**config.mk**
```make
export PLATFORM = sky130hd
export DESIGN_NAME = seg_display_scan_ctrl
export DESIGN_NICKNAME = d
export VERILOG_FILES = /design/src/rtl/seg_display_pkg.sv /design/src/rtl/seven_segment.sv /design/src/rtl/seg_display_scan_ctrl.sv
export SDC_FILE = /design/constraint.sdc
export NUM_CORES = 1
export LEC_CHECK = 0
export BUFFER_PORTS_ARGS = -buffer_cell sky130_fd_sc_hd__buf_2
export CORE_ASPECT_RATIO = 1.75
export CORE_UTILIZATION = 62
export CTS_CLUSTER_SIZE = 30
export DETAILED_ROUTE_END_ITERATION = 12
export GPL_TIMING_DRIVEN = 0
export PLACE_DENSITY_LB_ADDON = 0.05
export SYNTH_ARGS = -nofsm -noshare
export SYNTH_HDL_FRONTEND = slang
export SYNTH_SLANG_ARGS = --single-unit
```
**constraint.sdc**
```tcl
create_clock -name clk -period 3.7 [get_ports clk]
set_input_delay 0.185 -clock clk [delete_from_list [all_inputs] [get_ports clk]]
set_output_delay 0.185 -clock clk [all_outputs]
set_load 0.05 [all_outputs]
```
**src/rtl/seg_display_pkg.sv**
```systemverilog
// Shared types and constants for the 7-segment scan controller.
package seg_display_pkg;

  localparam int unsigned NIBBLE_W   = 4;
  localparam int unsigned SEG_W      = 7;
  localparam int unsigned MAX_DIGITS = 32;

  typedef logic [SEG_W-1:0]    seg_t;
  typedef logic [NIBBLE_W-1:0] nibble_t;

  // Active-low segment pattern with every segment dark.
  localparam seg_t SEG_ALL_OFF = 7'h7F;

  // Active-low anode pattern with every digit disabled (callers slice to NUM_DIGITS).
  localparam logic [MAX_DIGITS-1:0] ANODE_ALL_OFF = '1;

  // Anode pattern helper: all off, or only digit idx driven low.
  function automatic logic [MAX_DIGITS-1:0] anode_pattern(input logic on, input int unsigned idx);
    if (!on) return ANODE_ALL_OFF;
    return ~(MAX_DIGITS'(1) << idx);
  endfunction

endpackage

```
**src/rtl/seven_segment.sv**
```systemverilog
// Hex nibble to active-low 7-segment decoder, segment [0]=a .. [6]=g.
module seven_segment
  import seg_display_pkg::*;
(
  input  nibble_t nibble,
  output seg_t    seg_c
);

  // Pure lookup; the caller registers the result.
  always_comb begin
    seg_c = SEG_ALL_OFF;
    unique case (nibble)
      4'h0: seg_c = 7'h40;
      4'h1: seg_c = 7'h79;
      4'h2: seg_c = 7'h24;
      4'h3: seg_c = 7'h30;
      4'h4: seg_c = 7'h19;
      4'h5: seg_c = 7'h12;
      4'h6: seg_c = 7'h02;
      4'h7: seg_c = 7'h78;
      4'h8: seg_c = 7'h00;
      4'h9: seg_c = 7'h10;
      4'hA: seg_c = 7'h08;
      4'hB: seg_c = 7'h03;
      4'hC: seg_c = 7'h46;
      4'hD: seg_c = 7'h21;
      4'hE: seg_c = 7'h06;
      4'hF: seg_c = 7'h0E;
      default: seg_c = SEG_ALL_OFF;
    endcase
  end

endmodule

```
**src/rtl/seg_display_scan_ctrl.sv**
```systemverilog
// Time-multiplexed scan controller for a common-anode 7-segment display.
// New values are accepted over valid/ready and committed only at frame wrap.
module seg_display_scan_ctrl
  import seg_display_pkg::*;
#(
  parameter int unsigned NUM_DIGITS     = 4,
  parameter int unsigned REFRESH_CYCLES = 100000,
  parameter int unsigned BLANK_CYCLES   = 1000
) (
  input  logic                    clk,
  input  logic                    reset_n,
  input  logic                    en,
  input  logic [4*NUM_DIGITS-1:0] data_in,
  input  logic [NUM_DIGITS-1:0]   dp_in,
  input  logic [NUM_DIGITS-1:0]   blank_in,
  input  logic                    data_valid,
  output logic                    data_ready,
  output logic [NUM_DIGITS-1:0]   anode,
  output logic [6:0]              segment,
  output logic                    dp,
  output logic                    frame_done
);

  localparam int unsigned DATA_W = NIBBLE_W * NUM_DIGITS;
  localparam int unsigned IDX_W  = (NUM_DIGITS > 1) ? $clog2(NUM_DIGITS) : 1;
  localparam int unsigned CNT_W  = (REFRESH_CYCLES > 1) ? $clog2(REFRESH_CYCLES) : 1;

  logic [CNT_W-1:0]      cnt;
  logic [IDX_W-1:0]      idx;
  logic [DATA_W-1:0]     disp_data;
  logic [NUM_DIGITS-1:0] disp_dp;
  logic [NUM_DIGITS-1:0] disp_blank;
  logic [DATA_W-1:0]     pend_data;
  logic [NUM_DIGITS-1:0] pend_dp;
  logic [NUM_DIGITS-1:0] pend_blank;
  logic                  pending;

  logic    slot_end_c;
  logic    last_digit_c;
  logic    wrap_c;
  logic    commit_c;
  logic    accept_c;
  logic    show_c;
  nibble_t cur_nibble_c;
  seg_t    dec_seg_c;

  // Scan and handshake decode from current state.
  always_comb begin
    slot_end_c   = (cnt == CNT_W'(REFRESH_CYCLES - 1));
    last_digit_c = (idx == IDX_W'(NUM_DIGITS - 1));
    wrap_c       = en && slot_end_c && last_digit_c;
    commit_c     = wrap_c && pending;
    accept_c     = data_valid && data_ready;
    show_c       = en && (cnt >= CNT_W'(BLANK_CYCLES));
    cur_nibble_c = disp_data[{idx, 2'b00} +: NIBBLE_W];
  end

  seven_segment u_dec (
    .nibble (cur_nibble_c),
    .seg_c  (dec_seg_c)
  );

  // Slot counter and digit index; both hold while scanning is disabled.
  always_ff @(posedge clk) begin
    if (!reset_n) begin
      cnt <= '0;
      idx <= '0;
    end else if (en) begin
      if (slot_end_c) begin
        cnt <= '0;
        idx <= last_digit_c ? '0 : idx + IDX_W'(1);
      end else begin
        cnt <= cnt + CNT_W'(1);
      end
    end
  end

  // Pending capture on handshake, commit to display registers at frame wrap.
  always_ff @(posedge clk) begin
    if (!reset_n) begin
      pend_data  <= '0;
      pend_dp    <= '0;
      pend_blank <= '0;
      pending    <= 1'b0;
      data_ready <= 1'b1;
      disp_data  <= '0;
      disp_dp    <= '0;
      disp_blank <= '0;
    end else if (commit_c) begin
      disp_data  <= pend_data;
      disp_dp    <= pend_dp;
      disp_blank <= pend_blank;
      pending    <= 1'b0;
      data_ready <= 1'b1;
    end else if (accept_c) begin
      pend_data  <= data_in;
      pend_dp    <= dp_in;
      pend_blank <= blank_in;
      pending    <= 1'b1;
      data_ready <= 1'b0;
    end
  end

  // Registered display drive, one cycle behind index/counter.
  always_ff @(posedge clk) begin
    if (!reset_n) begin
      anode      <= NUM_DIGITS'(ANODE_ALL_OFF);
      segment    <= SEG_ALL_OFF;
      dp         <= 1'b1;
      frame_done <= 1'b0;
    end else begin
      anode      <= NUM_DIGITS'(anode_pattern(show_c, 32'(idx)));
      segment    <= disp_blank[idx] ? SEG_ALL_OFF : dec_seg_c;
      dp         <= disp_blank[idx] ? 1'b1 : ~disp_dp[idx];
      frame_done <= wrap_c;
    end
  end

endmodule

```
# Word-level counts from Yosys, hierarchy flattened

Memory sizes are Yosys's and may differ from the RTL's. A register that Yosys moved wholly into a read port is not among the register bits.
Cells that the tools add are included.

Register bits: 75
Latch bits: 0
RAM bits: 0
Bits in read-only memories: 112
Output and inout bits: 14
Logic and storage cells: 45
Memories kept: 1

Memories:

| name             | depth | bits a word | rd ports | clocked after Yosys merged registers in | wr ports | line                | RTL |
|---|---|---|---|---|---|---|---|
| (name not given) | 16    | 7           | 1        | 1                                       | 0        | seven_segment.sv:12 | `unique case (nibble)` |

Add/subtract/negate cells: 2
Multipliers: 0
Divide/modulo/power cells: 0
$lt $le $gt $ge: 2
Equality and inequality tests: 2
Shift-type cells: 2
Mux-type cells: 10
Bitwise operators: 4
Reductions and logical operators: 9

Operators by type and width:

| kind                                                                                  | number |
|---|---|
| 17-bit by 1-bit adder with 17-bit output, second input constant                       | 1 |
| 17-bit == test, second input constant                                                 | 1 |
| 17-bit by 10-bit greater-or-equal comparator with 1-bit output, second input constant | 1 |
| 17-bit two-way mux                                                                    | 1 |
| 16-bit by 5-bit variable part select with 4-bit output                                | 1 |
| 4-bit two-way mux                                                                     | 2 |
| 1-bit logical AND                                                                     | 5 |
| 1-bit binary-select mux with 2-bit select                                             | 2 |
| 1-bit two-way mux                                                                     | 4 |
| 4-bit inverter                                                                        | 1 |
| 2-bit AND reduction                                                                   | 2 |
| 2-bit OR reduction                                                                    | 2 |
| 1-bit by 2-bit left shift with 4-bit output, first input constant                     | 1 |
| 2-bit by 3-bit < comparator with 1-bit output, second input constant                  | 1 |
| 1-bit inverter                                                                        | 3 |
| 2-bit by 1-bit adder with 2-bit output, second input constant                         | 1 |
| 2-bit == test, second input constant                                                  | 1 |
| 2-bit two-way mux                                                                     | 1 |

# Longest topological paths before layout

Gate-level depths: netlist (run 1).

Depth in word-level cells: 6
Gate-level depth with buffers: 8

# Cells and area by module

From an unflattened synthesis (run 1), not the netlist that was laid out.

Cells, all modules: 411
Area total of the unflattened synthesis: 3,797.4 um^2

Modules (own cells, without submodules):

| module                | times used | cells an instance | area an instance (um^2) |
|---|---|---|---|
| seg_display_scan_ctrl | 1          | 380               | 3,535.9 |
| seven_segment         | 1          | 31                | 261.5 |

# Worst setup path after synthesis (run 1)

Ideal clock, no wire load.

Path kind: reg2reg
Start: reg cnt[5]
End: reg cnt[11]
Library setup time: 0.115 ns
Arrival: 1.955 ns
Data required time: 3.585 ns
Path slack: 1.631 ns
Cell stages (with the launch flop): 7
Period minus slack after synthesis: 2.069 ns
Cell sequence: dfxtp_1 or4b_4 or4_4 buf_2 o21ai_2 buf_4 nor2_1

Cells in the longest elaborated chain, start to end: 2
Elaborated cells between the ends (all ways): 3
Those cells by class: add/sub (1); eq/ne (1); mux (1)

RTL lines:

| item                                                                       | line                                                     | RTL |
|---|---|---|
| start: declaration                                                         | seg_display_scan_ctrl.sv:28                              | `logic [CNT_W-1:0] cnt;` |
| start signal: assignment                                                   | seg_display_scan_ctrl.sv:73                              | `cnt <= cnt + CNT_W'(1);` |
| 17-bit by 1-bit adder with 17-bit output or 17-bit == test (tied branches) | seg_display_scan_ctrl.sv:73, seg_display_scan_ctrl.sv:49 |  |
| 17-bit two-way mux (*)                                                     | seg_display_scan_ctrl.sv:69                              | `if (slot_end_c) begin` |

Mark *: on every way between the ends. The rest lies on a longest branch, timed or not.
A chain may end at the register's enable or synchronous reset.

# Final worst setup path (run 1)

Start: reg cnt[0]
End: reg disp_blank[2]

Cells in the longest elaborated chain, start to end: 4

RTL lines:

| item                            | line                        | RTL |
|---|---|---|
| 17-bit == test                  | seg_display_scan_ctrl.sv:49 | `slot_end_c = (cnt == CNT_W'(REFRESH_CYCLES - 1));` |
| 1-bit logical AND (2 in series) | seg_display_scan_ctrl.sv:51 | `wrap_c = en && slot_end_c && last_digit_c;` |
| 1-bit logical AND               | seg_display_scan_ctrl.sv:52 | `commit_c = wrap_c && pending;` |
| end signal: assignment          | seg_display_scan_ctrl.sv:92 | `disp_blank <= pend_blank;` |
| end: declaration                | seg_display_scan_ctrl.sv:32 | `logic [NUM_DIGITS-1:0] disp_blank;` |

Every way passes these cells.

==> insert_results.sql, run 1 <==
INSERT INTO impl_metrics (metric_group, metric, value, unit) VALUES
('run_status', 'outcome', 'finished, final reports clean', ''),
('synth', 'synth_top_family_by_area', 'simple AND/OR/NAND/NOR gates', ''),
('timing', 'slew-limit-headroom', '49.14', '%'),
('drt', 'drt.antenna.violating_nets', '0', ''),
('timing', 'final_hold_viol_count', '0', ''),
('power_and_ir_drop', 'sw_frac_of_total', '23.03', '%'),
('global_routing', 'first_pass_grt_wire_length', '13660', 'um'),
('setup_path', 'setup.worst_path.class', 'reg -> reg', ''),
('clock_tree', 'post-cts-setup-buffer-count', '0', ''),
('final_layout', 'drive_gt1_share', '15.87', '%'),
('clock_tree', 'cts_buffers', '9', ''),
('synth', 'synth-edff-count', '0', ''),
('drt', 'vias', '3057', ''),
('synth', 'synth_seq_cells', '82', ''),
('clock_tree', 'worst_skew_pair.late_latency', '0.36', 'ns'),
('clock_tree', 'htree_levels', '3', ''),
('hold_path', 'hold-path-cell-count', '3', ''),
('synth', 'synth-simple-area-share', '19.34', '%'),
('timing', 'finClkSkew', '0.008453', 'ns'),
('setup_path', 'rr_endpoint', 'disp_blank[2]', ''),
('clock_tree', 'cts_tree', 'yes', ''),
('synth', 'post_synth_mux_area_share', '10.66', '%'),
('global_routing', 'globalRoute.totalOverflow', '0', ''),
('synth', 'yosysSeqAreaShare', '44.28', '%'),
('final_layout', 'layout.cells.most_common_list', 'sky130_fd_sc_hd__dfxtp_1 (82), sky130_fd_sc_hd__nand2_1 (66), sky130_fd_sc_hd__buf_2 (44)', ''),
('die', 'die_width', '60.46', 'um'),
('synth', 'syn-cell-area', '3707', 'um2'),
('synth', 'postSynthAreaPerCell', '9.154', 'um2'),
('timing', 'rsz0062_at_grt', 'no', ''),
('final_layout', 'antenna_cells_inserted', '0', ''),
('synth', 'dominantRegCellSynth', 'sky130_fd_sc_hd__dfxtp_1', ''),
('timing', 'timing.fmax', '0.4190', 'GHz'),
('hold_path', 'hp-class', 'in -> reg', ''),
('die', 'die_height', '104.3', 'um'),
('setup_path', 'endpoint_kind_of_the_worst_setup_timing_path', 'flip-flop', ''),
('power_and_ir_drop', 'seq_power_share', '55.4', '%'),
('place', 'gp_congestion', '0.8870', ''),
('global_routing', 'antenna_found_initial', '0', ''),
('synth', 'synth_compound_area_share', '13.74', '%'),
('drt', 'total_wire_length', '8091', 'um'),
('final_layout', 'stdcell_area', '4188', 'um2'),
('power_and_ir_drop', 'power-per-cell-area', '396.1', 'nW/um2'),
('power_and_ir_drop', 'p_sw', '0.3821', 'mW'),
('final_layout', 'layout_commonest_cell', 'sky130_fd_sc_hd__dfxtp_1', ''),
('synth', 'ys_warns', '0', ''),
('final_layout', 'multi_input_gate_area', '1877', 'um2'),
('clock_tree', 'post_cts_hold_buffer_count', '0', ''),
('global_routing', 'largest_net_degree_at_the_start_of_global_routing', '13', ''),
('final_layout', 'area_growth', '12.96', '%'),
('setup_path', 'arrival_time_at_the_worst_endpoint', '2.67', 'ns'),
('drt', 'detail_route.iter0.violations', '131', ''),
('timing', 'number_of_pins_with_negative_max_slew_slack_in_the_final_report', '0', ''),
('place', 'place.detailed.hpwl', '5978', 'um'),
('clock_tree', 'worst_setup_hold_path_clk_slew', '0.08', 'ns'),
('final_layout', 'register_area', '1642', 'um2'),
('final_layout', 'fillers', '452', ''),
('timing', 'finalSetupTns', '0', 'ns'),
('drt', 'routed_via_density', '5.703', ''),
('die', 'top_level_ports', '42', ''),
('drt', 'route.detailed.drc', '0', ''),
('power_and_ir_drop', 'internal_power', '1.277', 'mW'),
('power_and_ir_drop', 'power.ir.vdd_worst', '354.1', 'uV'),
('die', 'floorplan.initialDensity', '65.32', '%'),
('die', 'core_region_area', '5675', 'um2'),
('die', 'die_area', '6305', 'um2'),
('power_and_ir_drop', 'combPwrFrac', '6.6', '%'),
('drt', 'wl_per_cell', '15.10', 'um'),
('hold_path', 'min_delay_endpoint', 'pend_data[3]', ''),
('timing', 'post-route-worst-setup-slack', '1.313', 'ns'),
('final_layout', 'num-nets-final', '496', ''),
('place', 'port_buffers', '40', '');
[worst max-delay path: stages (launching register included)]
cell                       delay, ns
sky130_fd_sc_hd__dfxtp_1        0.40
sky130_fd_sc_hd__ha_1           0.19
sky130_fd_sc_hd__and3_1         0.16
sky130_fd_sc_hd__clkbuf_1       0.32
sky130_fd_sc_hd__and2_1         0.19
sky130_fd_sc_hd__clkbuf_1       0.30
sky130_fd_sc_hd__clkbuf_1       0.40
sky130_fd_sc_hd__nand4_1        0.17
sky130_fd_sc_hd__a21boi_0       0.19
[area by class of cell]
cell class | instances | area share [%]
Tap cell | 76 | 2.271
Clock buffer | 12 | 3.466
Clock inverter | 3 | 0.9561
Inverter | 11 | 0.9860
Buffer | 31 | 3.526
Multi-Input combinational cell | 281 | 44.82
Timing Repair Buffer | 40 | 4.780
Sequential cell | 82 | 39.20
[state kept, by name, indices dropped and copies added, names as in the netlist, 2 cells and up]
name,count
cnt,17
disp_data,16
pend_data,16
segment,7
anode,4
disp_blank,4
disp_dp,4
pend_blank,4
pend_dp,4
idx,2
[stage by stage]
stage / total power, mW / utilization (%) / std cells
3_5_place_dp: 1.050 / 70.52 / 521
5_1_grt: 1.714 / 73.79 / 536
4_1_cts: 1.665 / 73.79 / 536
2_1_floorplan: 1.013 / - / 405
6_report: 1.659 / 73.79 / 536
3_3_place_gp: 1.046 / 70.52 / 521
[cell families after synthesis]
| logic type | after synthesis |
|---|---|
| AND/OR/NAND/NOR | 145 |
| adder cells (fa/ha/maj) | 12 |
| flip-flops | 82 |
| XOR/XNOR | 12 |
| buffers and inverters | 42 |
| multiplexers | 32 |
| AO/OA/AOI/OAI | 80 |
[metal layers]
metal / track usage, % / wire (um)
met5: 0 / 0
met4: 11.69 / 208
met3: 6.343 / 277
met2: 52.04 / 4534
met1: 28.83 / 3071
[cells in the mapped netlist (2+ instances only)]
master                     count  area [um2]
sky130_fd_sc_hd__a21boi_0     25       187.7
sky130_fd_sc_hd__a21oi_1       9       45.04
sky130_fd_sc_hd__and2_1        4       25.02
sky130_fd_sc_hd__and3_1        4       25.02
sky130_fd_sc_hd__buf_2         4       20.02
sky130_fd_sc_hd__buf_6         3       33.78
sky130_fd_sc_hd__clkbuf_1     22       82.58
sky130_fd_sc_hd__dfxtp_1      82        1642
sky130_fd_sc_hd__ha_1         12       150.1
sky130_fd_sc_hd__inv_1        11       41.29
sky130_fd_sc_hd__mux2i_1      26       260.3
sky130_fd_sc_hd__mux4_2        6       135.1
sky130_fd_sc_hd__nand2_1      66       247.7
sky130_fd_sc_hd__nand3_1       6       30.03
sky130_fd_sc_hd__nand4_1      29       181.4
sky130_fd_sc_hd__nor2_1       15       56.30
sky130_fd_sc_hd__nor2b_1       2       12.51
sky130_fd_sc_hd__nor3_1        4       20.02
sky130_fd_sc_hd__nor4_1        3       18.77
sky130_fd_sc_hd__o211a_1       2       20.02
sky130_fd_sc_hd__o211ai_1      2       15.01
sky130_fd_sc_hd__o21ai_0      32       160.2
sky130_fd_sc_hd__o221ai_1      4       35.03
sky130_fd_sc_hd__or3_1         4       25.02
sky130_fd_sc_hd__xnor2_1       8       70.07
sky130_fd_sc_hd__xor2_1        4       35.03
[power groups by stage]
stage	Sequential (mW)	Combinational, mW	Clock (mW)
after global routing	0.923	0.120	0.671
final	0.920	0.109	0.630
after floorplan	0.951	0.0620	0
after global placement	0.939	0.107	0
after detailed placement	0.940	0.110	0
after CTS	0.920	0.110	0.635
[worst max-delay path by stage]
stage / end / slack [ns] / startpoint / depth (start not counted)
2_1_floorplan: cnt[11] / 1.63 / cnt[5] / 6
3_3_place_gp: disp_data[5] / 1.38 / cnt[0] / 8
3_5_place_dp: disp_data[3] / 1.35 / cnt[0] / 8
4_1_cts: disp_data[5] / 1.32 / cnt[0] / 8
5_1_grt: disp_data[5] / 1.09 / cnt[0] / 8
6_report: disp_blank[2] / 1.31 / cnt[0] / 8
(Power assumes the default switching activity.)
==> run 2: changes to the inputs <==
--- a/config.mk
+++ b/config.mk
@@ -7,7 +7,7 @@
 export LEC_CHECK = 0
 export BUFFER_PORTS_ARGS = -buffer_cell sky130_fd_sc_hd__buf_2
 export CORE_ASPECT_RATIO = 1.75
-export CORE_UTILIZATION = 62
+export CORE_UTILIZATION = 52
 export CTS_CLUSTER_SIZE = 30
 export DETAILED_ROUTE_END_ITERATION = 12
 export GPL_TIMING_DRIVEN = 0
==> constraint.sdc (replaced) <==
create_clock -name clk -period 2.14 [get_ports clk]
set_input_delay 0.107 -clock clk [delete_from_list [all_inputs] [get_ports clk]]
set_output_delay 0.107 -clock clk [all_outputs]
set_load 0.05 [all_outputs]
==> run 2 against run 1 <==
Setup slack got worse by 1.3 ns. Critical path depth fell by 2. Critical endpoint is now pend_data[6]. Combinational power rose by 85%. Cell count rose by 2.6%.
==> insert_results.sql, run 2 (synthesis gave the netlist of run 1 again) <==
INSERT INTO impl_metrics (metric_group, metric, value, unit) VALUES
('setup_path', 'critical_path_buf_inv_count', '2', ''),
('final_layout', 'multi_input_gate_area', '1906', 'um2'),
('setup_path', 'setup.worst_path.class', 'reg -> reg', ''),
('timing', 'rsz0062_at_grt', 'yes', ''),
('setup_path', 'worstPathRequired', '2.37', 'ns'),
('place', 'place_inst', '529', ''),
('timing', 'layout_worst_path_cycle_share', '99.00', '%'),
('die', 'std_cell_rows', '40', ''),
('hold_path', 'min_delay_endpoint', 'pend_data[7]', ''),
('timing', 'final_hold_viol_count', '0', ''),
('clock_tree', 'cts_buffers', '9', ''),
('setup_path', 'critical_path.max_fanout', '10', ''),
('clock_tree', 'worst_setup_hold_path_clk_slew', '0.06', 'ns'),
('global_routing', 'globalRoute.totalOverflow', '0', ''),
('final_layout', 'largest_reg_flops', '17', ''),
('drt', 'total_wire_length', '8385', 'um'),
('drt', 'route.detailed.drc', '0', ''),
('power_and_ir_drop', 'power.ir.vdd_worst', '531.1', 'uV'),
('final_layout', 'antenna_cells_inserted', '0', ''),
('final_layout', 'area_growth', '20.62', '%'),
('die', 'die_width', '65.83', 'um'),
('setup_path', 'rr_endpoint', 'pend_data[6]', ''),
('global_routing', 'antenna_found_initial', '0', ''),
('timing', 'post-route-worst-setup-slack', '0.02149', 'ns'),
('power_and_ir_drop', 'power-per-cell-area', '770.7', 'nW/um2'),
('timing', 'finClkSkew', '0.007016', 'ns'),
('final_layout', 'num-nets-final', '501', ''),
('drt', 'detail_route.iter0.violations', '129', ''),
('final_layout', 'biggestRegsByFlops', 'cnt x17, disp_data x16, pend_data x16', ''),
('die', 'die_area', '7484', 'um2'),
('final_layout', 'stdcell_count', '550', ''),
('final_layout', 'drive_gt1_share', '20.17', '%'),
('drt', 'routed_via_density', '5.513', ''),
('clock_tree', 'tritoncts_num_sinks', '82', ''),
('timing', 'timing.fmax', '0.4720', 'GHz'),
('setup_path', 'rrSetupSlack', '0.02', 'ns'),
('final_layout', 'layout_commonest_cell', 'sky130_fd_sc_hd__dfxtp_1', ''),
('timing', 'worst-slew-pin-transition', '0.5301', 'ns'),
('clock_tree', 'cts_tree', 'yes', ''),
('setup_path', 'crit_family', 'simple AND/OR/NAND/NOR gates', ''),
('drt', 'drt.antenna.violating_nets', '0', ''),
('job', 'drv_cap', '0', ''),
('drt', 'drt_first_pass_iters', '4', ''),
('final_layout', 'fillers', '574', ''),
('setup_path', 'worstPathCellList', 'or4b_4 -> or4_4 -> o211a_1 -> buf_6 -> buf_12 -> mux2i_1', ''),
('die', 'floorplan.initialDensity', '54.07', '%'),
('global_routing', 'track_usage', '24.38', '%'),
('power_and_ir_drop', 'p_leak', '1.708', 'nW'),
('place', 'place.detailed.hpwl', '6003', 'um'),
('clock_tree', 'clock_tree.buffer_depth', '2', ''),
('die', 'die_height', '113.7', 'um'),
('final_layout', 'registers.top_by_ff_count', 'cnt', ''),
('drt', 'wl_per_cell', '15.25', 'um'),
('power_and_ir_drop', 'power.total', '3.447', 'mW'),
('die', 'top_level_ports', '42', ''),
('global_routing', 'largest_net_degree_at_the_start_of_global_routing', '14', ''),
('timing', 'min_tclk_post_route', '2.119', 'ns'),
('setup_path', 'cpMaxStageDelayCell', 'sky130_fd_sc_hd__or4b_4', ''),
('clock_tree', 'cts_root_buf', 'sky130_fd_sc_hd__clkbuf_16', ''),
('hold_path', 'hp-class', 'in -> reg', ''),
('timing', 'timing.final.setup_violations', '0', ''),
('final_layout', 'finalCoreUtilization', '65.22', '%'),
('timing', 'slew-limit-headroom', '64.39', '%'),
('clock_tree', 'worst_skew_pair.late_latency', '0.34', 'ns'),
('run_status', 'outcome', 'finished, final reports clean', ''),
('global_routing', 'grt_pass1_vias', '2898', ''),
('final_layout', 'layout.cells.most_common_list', 'sky130_fd_sc_hd__dfxtp_1 (79), sky130_fd_sc_hd__nand2_1 (66), sky130_fd_sc_hd__buf_2 (42)', ''),
('setup_path', 'setup.worst_path.start_class', 'flip-flop', ''),
('setup_path', 'rr_worst_depth', '6', ''),
('setup_path', 'arrival_time_at_the_worst_endpoint', '2.34', 'ns'),
('die', 'core_region_area', '6857', 'um2'),
('timing', 'finalSetupTns', '0', 'ns'),
('hold_path', 'min_from', 'data_in[7]', ''),
('setup_path', 'critPathMaxStageDelay', '0.56', 'ns'),
('setup_path', 'endpoint_kind_of_the_worst_setup_timing_path', 'flip-flop', ''),
('setup_path', 'worst_setup_path_startpoint', 'cnt[5]', ''),
('timing', 'number_of_pins_with_negative_max_slew_slack_in_the_final_report', '0', ''),
('setup_path', 'worst_r2r_startpoint', 'cnt[5]', ''),
('clock_tree', 'htree_levels', '3', ''),
('drt', 'vias', '3032', ''),
('place', 'gp_congestion', '0.8386', ''),
('global_routing', 'first_pass_grt_wire_length', '13710', 'um'),
('place', 'detailedPlace.worstSlack', '-0.2351', 'ns'),
('place', 'port_buffers', '40', ''),
('hold_path', 'hold-path-cell-count', '3', ''),
('final_layout', 'register_area', '1648', 'um2');
[run 2: changes by cell type in the layout (fill, tap and decap cells not counted), sizes merged]
cell	delta
clkbuf	-6
buf	+8
bufinv	+1
clkinv	+2
dlygate4sd3	+1
[run 2: how the worst max path moves through the flow]
stage / to / depth (start not counted)
final: pend_data[6] / 6
after detailed placement: disp_data[8] / 8
after CTS: disp_data[6] / 6
after floorplan: cnt[11] / 6
after global routing: pend_data[5] / 6
after global placement: disp_data[5] / 8
[run 2: power breakdown]
part | leakage, nW | internal, mW | switching, mW | total, mW
Combinational | 0.876 | 0.0893 | 0.113 | 0.202
Sequential | 0.670 | 1.57 | 0.0231 | 1.59
Clock | 0.162 | 1.04 | 0.610 | 1.65
[run 2: layer usage]
layer	share of wire (%)	global-route usage, %	vias to the layer above	routed length, um
li1	-	-	1544	-
met1	40	25.62	1424	3371
met2	55	44.42	49	4626
met3	2.3	4.300	15	191
met4	2.3	12.75	0	197
met5	0	0	-	0
[run 2: tightest hold or removal path: stages]
cell,delay (ns)
sky130_fd_sc_hd__buf_2,0.09
sky130_fd_sc_hd__nand2_1,0.04
sky130_fd_sc_hd__mux2i_1,0.05
[run 2: timing repair]
action                     4_1_cts  5_1_grt
pin swaps                        2        1
resized for setup               18       16
hold buffers                     1        0
gates cloned                     0        0
setup buffers                    1        6
hold endpoints to repair         1        0
setup endpoints to repair       52       53
[run 2: area by class of cell]
| type | count | area share [%] |
|---|---|---|
| multi-input combinational | 281 | 42.61 |
| sequential | 82 | 36.85 |
| timing repair buffer | 48 | 6.156 |
| clock buffer | 10 | 5.344 |
| buffer | 28 | 3.973 |
| tap | 84 | 2.350 |
| clock inverter | 6 | 1.791 |
| inverter | 11 | 0.9233 |
[run 2: metrics by stage]
| stage | hold WS, ns | cell area [um2] |
|---|---|---|
| after global routing | 0.01345 | 4472 |
| after CTS | 0.002518 | 4403 |
| after detailed placement | 0.3599 | 4013 |
| after floorplan | 0.2480 | 3707 |
| after global placement | 0.3530 | 4013 |
| final | 0.006661 | 4472 |
==> run 3: changes to the inputs <==
--- a/config.mk
+++ b/config.mk
@@ -5,9 +5,10 @@
 export SDC_FILE = /design/constraint.sdc
 export NUM_CORES = 1
 export LEC_CHECK = 0
+export ABC_AREA = 1
 export BUFFER_PORTS_ARGS = -buffer_cell sky130_fd_sc_hd__buf_2
 export CORE_ASPECT_RATIO = 1.75
-export CORE_UTILIZATION = 52
+export CORE_UTILIZATION = 53
 export CTS_CLUSTER_SIZE = 30
 export DETAILED_ROUTE_END_ITERATION = 12
 export GPL_TIMING_DRIVEN = 0
==> run 3 against run 2 <==
Die area increased by 2.5%. Non-clock buffer count decreased by 8. Register-to-register slack improved by 0.13 ns. Critical path depth increased by 4. Highest routed layer unchanged.
==> insert_results.sql, run 3 <==
INSERT INTO impl_metrics (metric_group, metric, value, unit) VALUES
('run_status', 'outcome', 'finished, final reports clean', ''),
('synth', 'ys_warns', '0', ''),
('timing', 'layout_worst_path_cycle_share', '92.79', '%'),
('global_routing', 'globalRoute.totalOverflow', '0', ''),
('drt', 'drt.antenna.violating_nets', '0', ''),
('synth', 'yosysMostFrequentCell', 'sky130_fd_sc_hd__nand2_1', ''),
('setup_path', 'critical_path_buf_inv_count', '2', ''),
('place', 'gp_congestion', '0.8450', ''),
('final_layout', 'layout.cells.most_common_list', 'sky130_fd_sc_hd__nand2_1 (136), sky130_fd_sc_hd__nor2_1 (105), sky130_fd_sc_hd__dfxtp_1 (82)', ''),
('setup_path', 'setup.worst_path.start_class', 'flip-flop', ''),
('synth', 'netlist.top_cell.by_area', 'sky130_fd_sc_hd__dfxtp_1', ''),
('setup_path', 'rr_worst_depth', '10', ''),
('clock_tree', 'worst_setup_hold_path_clk_slew', '0.06', 'ns'),
('synth', 'syn-cell-area', '3876', 'um2'),
('setup_path', 'critical_path.max_fanout', '10', ''),
('setup_path', 'crit_family', 'flip-flops', ''),
('setup_path', 'worstPathRequired', '2.33', 'ns'),
('setup_path', 'rrSetupSlack', '0.15', 'ns'),
('final_layout', 'largest_reg_flops', '17', ''),
('die', 'floorplan.initialDensity', '55.72', '%'),
('synth', 'syn_nets', '617', ''),
('setup_path', 'critPathMaxStageDelay', '0.55', 'ns'),
('hold_path', 'hold-path-cell-count', '5', ''),
('timing', 'finClkSkew', '0.006139', 'ns'),
('clock_tree', 'worst_skew_pair.late_latency', '0.34', 'ns'),
('timing', 'min_tclk_post_route', '1.986', 'ns'),
('setup_path', 'worst_r2r_startpoint', 'idx[1]', ''),
('drt', 'total_wire_length', '8279', 'um'),
('setup_path', 'setup.worst_path.class', 'reg -> reg', ''),
('final_layout', 'drive_gt1_share', '11.36', '%'),
('clock_tree', 'cts_tree', 'yes', ''),
('global_routing', 'antenna_found_initial', '0', ''),
('global_routing', 'track_usage', '24.44', '%'),
('timing', 'worst-slew-pin-transition', '0.5428', 'ns'),
('synth', 'yosysSeqAreaShare', '42.35', '%'),
('die', 'die_area', '7673', 'um2'),
('final_layout', 'registers.top_by_ff_count', 'cnt', ''),
('setup_path', 'endpoint_kind_of_the_worst_setup_timing_path', 'flip-flop', ''),
('hold_path', 'min_delay_endpoint', 'pend_blank[1]', ''),
('drt', 'vias', '3484', ''),
('timing', 'slew-limit-headroom', '63.43', '%'),
('timing', 'number_of_pins_with_negative_max_slew_slack_in_the_final_report', '0', ''),
('synth', 'dominantRegCellSynth', 'sky130_fd_sc_hd__dfxtp_1', ''),
('final_layout', 'layout_commonest_cell', 'sky130_fd_sc_hd__nand2_1', ''),
('synth', 'synth_seq_cells', '82', ''),
('drt', 'detail_route.iter0.violations', '178', ''),
('clock_tree', 'cts_buffers', '9', ''),
('synth', 'post_synth_main_area_contributors', 'sky130_fd_sc_hd__dfxtp_1 (42%), sky130_fd_sc_hd__nand2_1 (13%), sky130_fd_sc_hd__nor2_1 (10%), sky130_fd_sc_hd__inv_1 (7.8%), sky130_fd_sc_hd__nand3_1 (6.2%)', ''),
('final_layout', 'antenna_cells_inserted', '0', ''),
('timing', 'timing.fmax', '0.5036', 'GHz'),
('synth', 'number_of_distinct_library_cells_after_synthesis', '27', ''),
('power_and_ir_drop', 'power.total', '3.182', 'mW'),
('timing', 'finalSetupTns', '0', 'ns'),
('final_layout', 'stdcell_count', '718', ''),
('global_routing', 'grt_pass1_vias', '3348', ''),
('timing', 'holdWs', '0.07884', 'ns'),
('drt', 'wl_per_cell', '11.53', 'um'),
('final_layout', 'area_growth', '15.20', '%'),
('timing', 'rsz0062_at_grt', 'no', ''),
('timing', 'timing.final.setup_violations', '0', ''),
('setup_path', 'cpMaxStageDelayCell', 'sky130_fd_sc_hd__dfxtp_1', ''),
('die', 'core_region_area', '6957', 'um2'),
('clock_tree', 'cts_root_buf', 'sky130_fd_sc_hd__clkbuf_16', ''),
('job', 'drv_cap', '0', ''),
('synth', 'synthesis.instances', '577', ''),
('hold_path', 'min_from', 'blank_in[1]', ''),
('clock_tree', 'htree_levels', '3', ''),
('clock_tree', 'tritoncts_num_sinks', '82', ''),
('drt', 'route.detailed.drc', '0', ''),
('die', 'top_level_ports', '42', ''),
('synth', 'synth-edff-count', '0', ''),
('synth', 'postSynthAreaPerCell', '6.718', 'um2'),
('synth', 'yosysTopAreaCellShare', '42.35', '%'),
('hold_path', 'hp-class', 'in -> reg', ''),
('global_routing', 'first_pass_grt_wire_length', '14170', 'um'),
('global_routing', 'largest_net_degree_at_the_start_of_global_routing', '12', ''),
('drt', 'drt_first_pass_iters', '4', ''),
('place', 'place.detailed.hpwl', '6280', 'um'),
('die', 'std_cell_rows', '40', ''),
('final_layout', 'num-nets-final', '671', ''),
('die', 'die_width', '66.65', 'um'),
('place', 'place_inst', '701', ''),
('clock_tree', 'clock_tree.buffer_depth', '2', ''),
('die', 'die_height', '115.1', 'um'),
('setup_path', 'rr_endpoint', 'segment[6]', ''),
('final_layout', 'biggestRegsByFlops', 'cnt x17, disp_data x16, pend_data x16', ''),
('power_and_ir_drop', 'power.ir.vdd_worst', '506.9', 'uV'),
('synth', 'synth-async-reset-ratio', '0', '%'),
('setup_path', 'arrival_time_at_the_worst_endpoint', '2.18', 'ns'),
('place', 'port_buffers', '40', ''),
('final_layout', 'finalCoreUtilization', '64.19', '%'),
('power_and_ir_drop', 'power-per-cell-area', '712.7', 'nW/um2'),
('drt', 'routed_via_density', '4.852', ''),
('clock_tree', 'post_cts_hold_buffer_count', '0', ''),
('timing', 'final_hold_viol_count', '0', ''),
('setup_path', 'critPathMostFrequentCell', 'sky130_fd_sc_hd__nand2_1', ''),
('synth', 'netlist_top_cells_count', 'sky130_fd_sc_hd__nand2_1 (137), sky130_fd_sc_hd__nor2_1 (105), sky130_fd_sc_hd__dfxtp_1 (82), sky130_fd_sc_hd__inv_1 (81), sky130_fd_sc_hd__nand3_1 (48)', ''),
('power_and_ir_drop', 'p_leak', '2.238', 'nW'),
('setup_path', 'worstPathCellList', 'inv_2 -> a21oi_1 -> o21ai_0 -> nand2_1 -> inv_1 -> ha_1 -> nand2_1 -> o21ai_0 -> nand2_1 -> nand3_1', '');
==> run 3: through the flow <==
stage / setup WS [ns] / cell area (um2)
3_3_place_gp: 0.1020 / 4182
6_report: 0.1542 / 4466
4_1_cts: 0.02690 / 4436
5_1_grt: 0.005891 / 4466
3_5_place_dp: 0.04678 / 4182
2_1_floorplan: 0.4293 / 3876
==> run 3: layout make-up <==
| class | count | area, um2 |
|---|---|---|
| Tap cell | 84 | 105.1 |
| Clock buffer | 14 | 254.0 |
| Multi-Input combinational cell | 386 | 1793 |
| Inverter | 84 | 315.3 |
| Fill cell | 685 | 2491 |
| Timing Repair Buffer | 43 | 222.7 |
| Sequential cell | 82 | 1642 |
| Buffer | 25 | 133.9 |
==> run 3: how the worst max path moves through the flow <==
| stage | cells after the start | slack, ns | to | start |
|---|---|---|---|---|
| floorplan | 13 | 0.43 | segment[0] | idx[0] |
| global placement | 13 | 0.10 | segment[3] | idx[0] |
| finish | 10 | 0.15 | segment[6] | idx[1] |
| global route | 10 | 0.006 | segment[6] | idx[1] |
| CTS | 13 | 0.03 | segment[3] | idx[0] |
| detailed placement | 13 | 0.05 | segment[3] | idx[0] |
==> run 3: repair_timing <==
item | in CTS | in global routing
setup buffers | 0 | 3
setup endpoints to repair | 0 | 6
resized for setup | 0 | 3
endpoints found under the hold margin | 0 | 0
==> run 3: power breakdown <==
group	switching (mW)	internal (mW)	total, mW
combinational	0.137	0.0800	0.218
sequential	0.0275	1.58	1.61
clock	0.553	0.805	1.36
==> run 3: cell families (layout without fill, tap and decap cells) <==
| kind of cell | after synthesis | in the layout | share of synthesized area, % |
|---|---|---|---|
| fa+ha+maj | 12 | 12 | 3.873 |
| compound gates | 60 | 60 | 8.360 |
| simple gates | 309 | 309 | 32.83 |
| buf+inv | 109 | 166 | 11.46 |
| flops | 82 | 82 | 42.35 |
| xor+xnor | 5 | 5 | 1.130 |
==> run 3: worst register-to-register path, cell delays in order (launching register included) <==
cell and delay (ns):
sky130_fd_sc_hd__dfxtp_1 0.55, sky130_fd_sc_hd__inv_2 0.16, sky130_fd_sc_hd__a21oi_1 0.13, sky130_fd_sc_hd__o21ai_0 0.16, sky130_fd_sc_hd__nand2_1 0.17, sky130_fd_sc_hd__inv_1 0.12
sky130_fd_sc_hd__ha_1 0.22, sky130_fd_sc_hd__nand2_1 0.10, sky130_fd_sc_hd__o21ai_0 0.09, sky130_fd_sc_hd__nand2_1 0.06, sky130_fd_sc_hd__nand3_1 0.07
==> run 3: routing by layer <==
layer  GRT usage [%]  share of wire, %  vias up
li1                -                 -     1895
met1           24.18                40     1490
met2           44.98                53       74
met3           4.563               2.8       25
met4           15.18               4.1        0
met5               0                 0        -
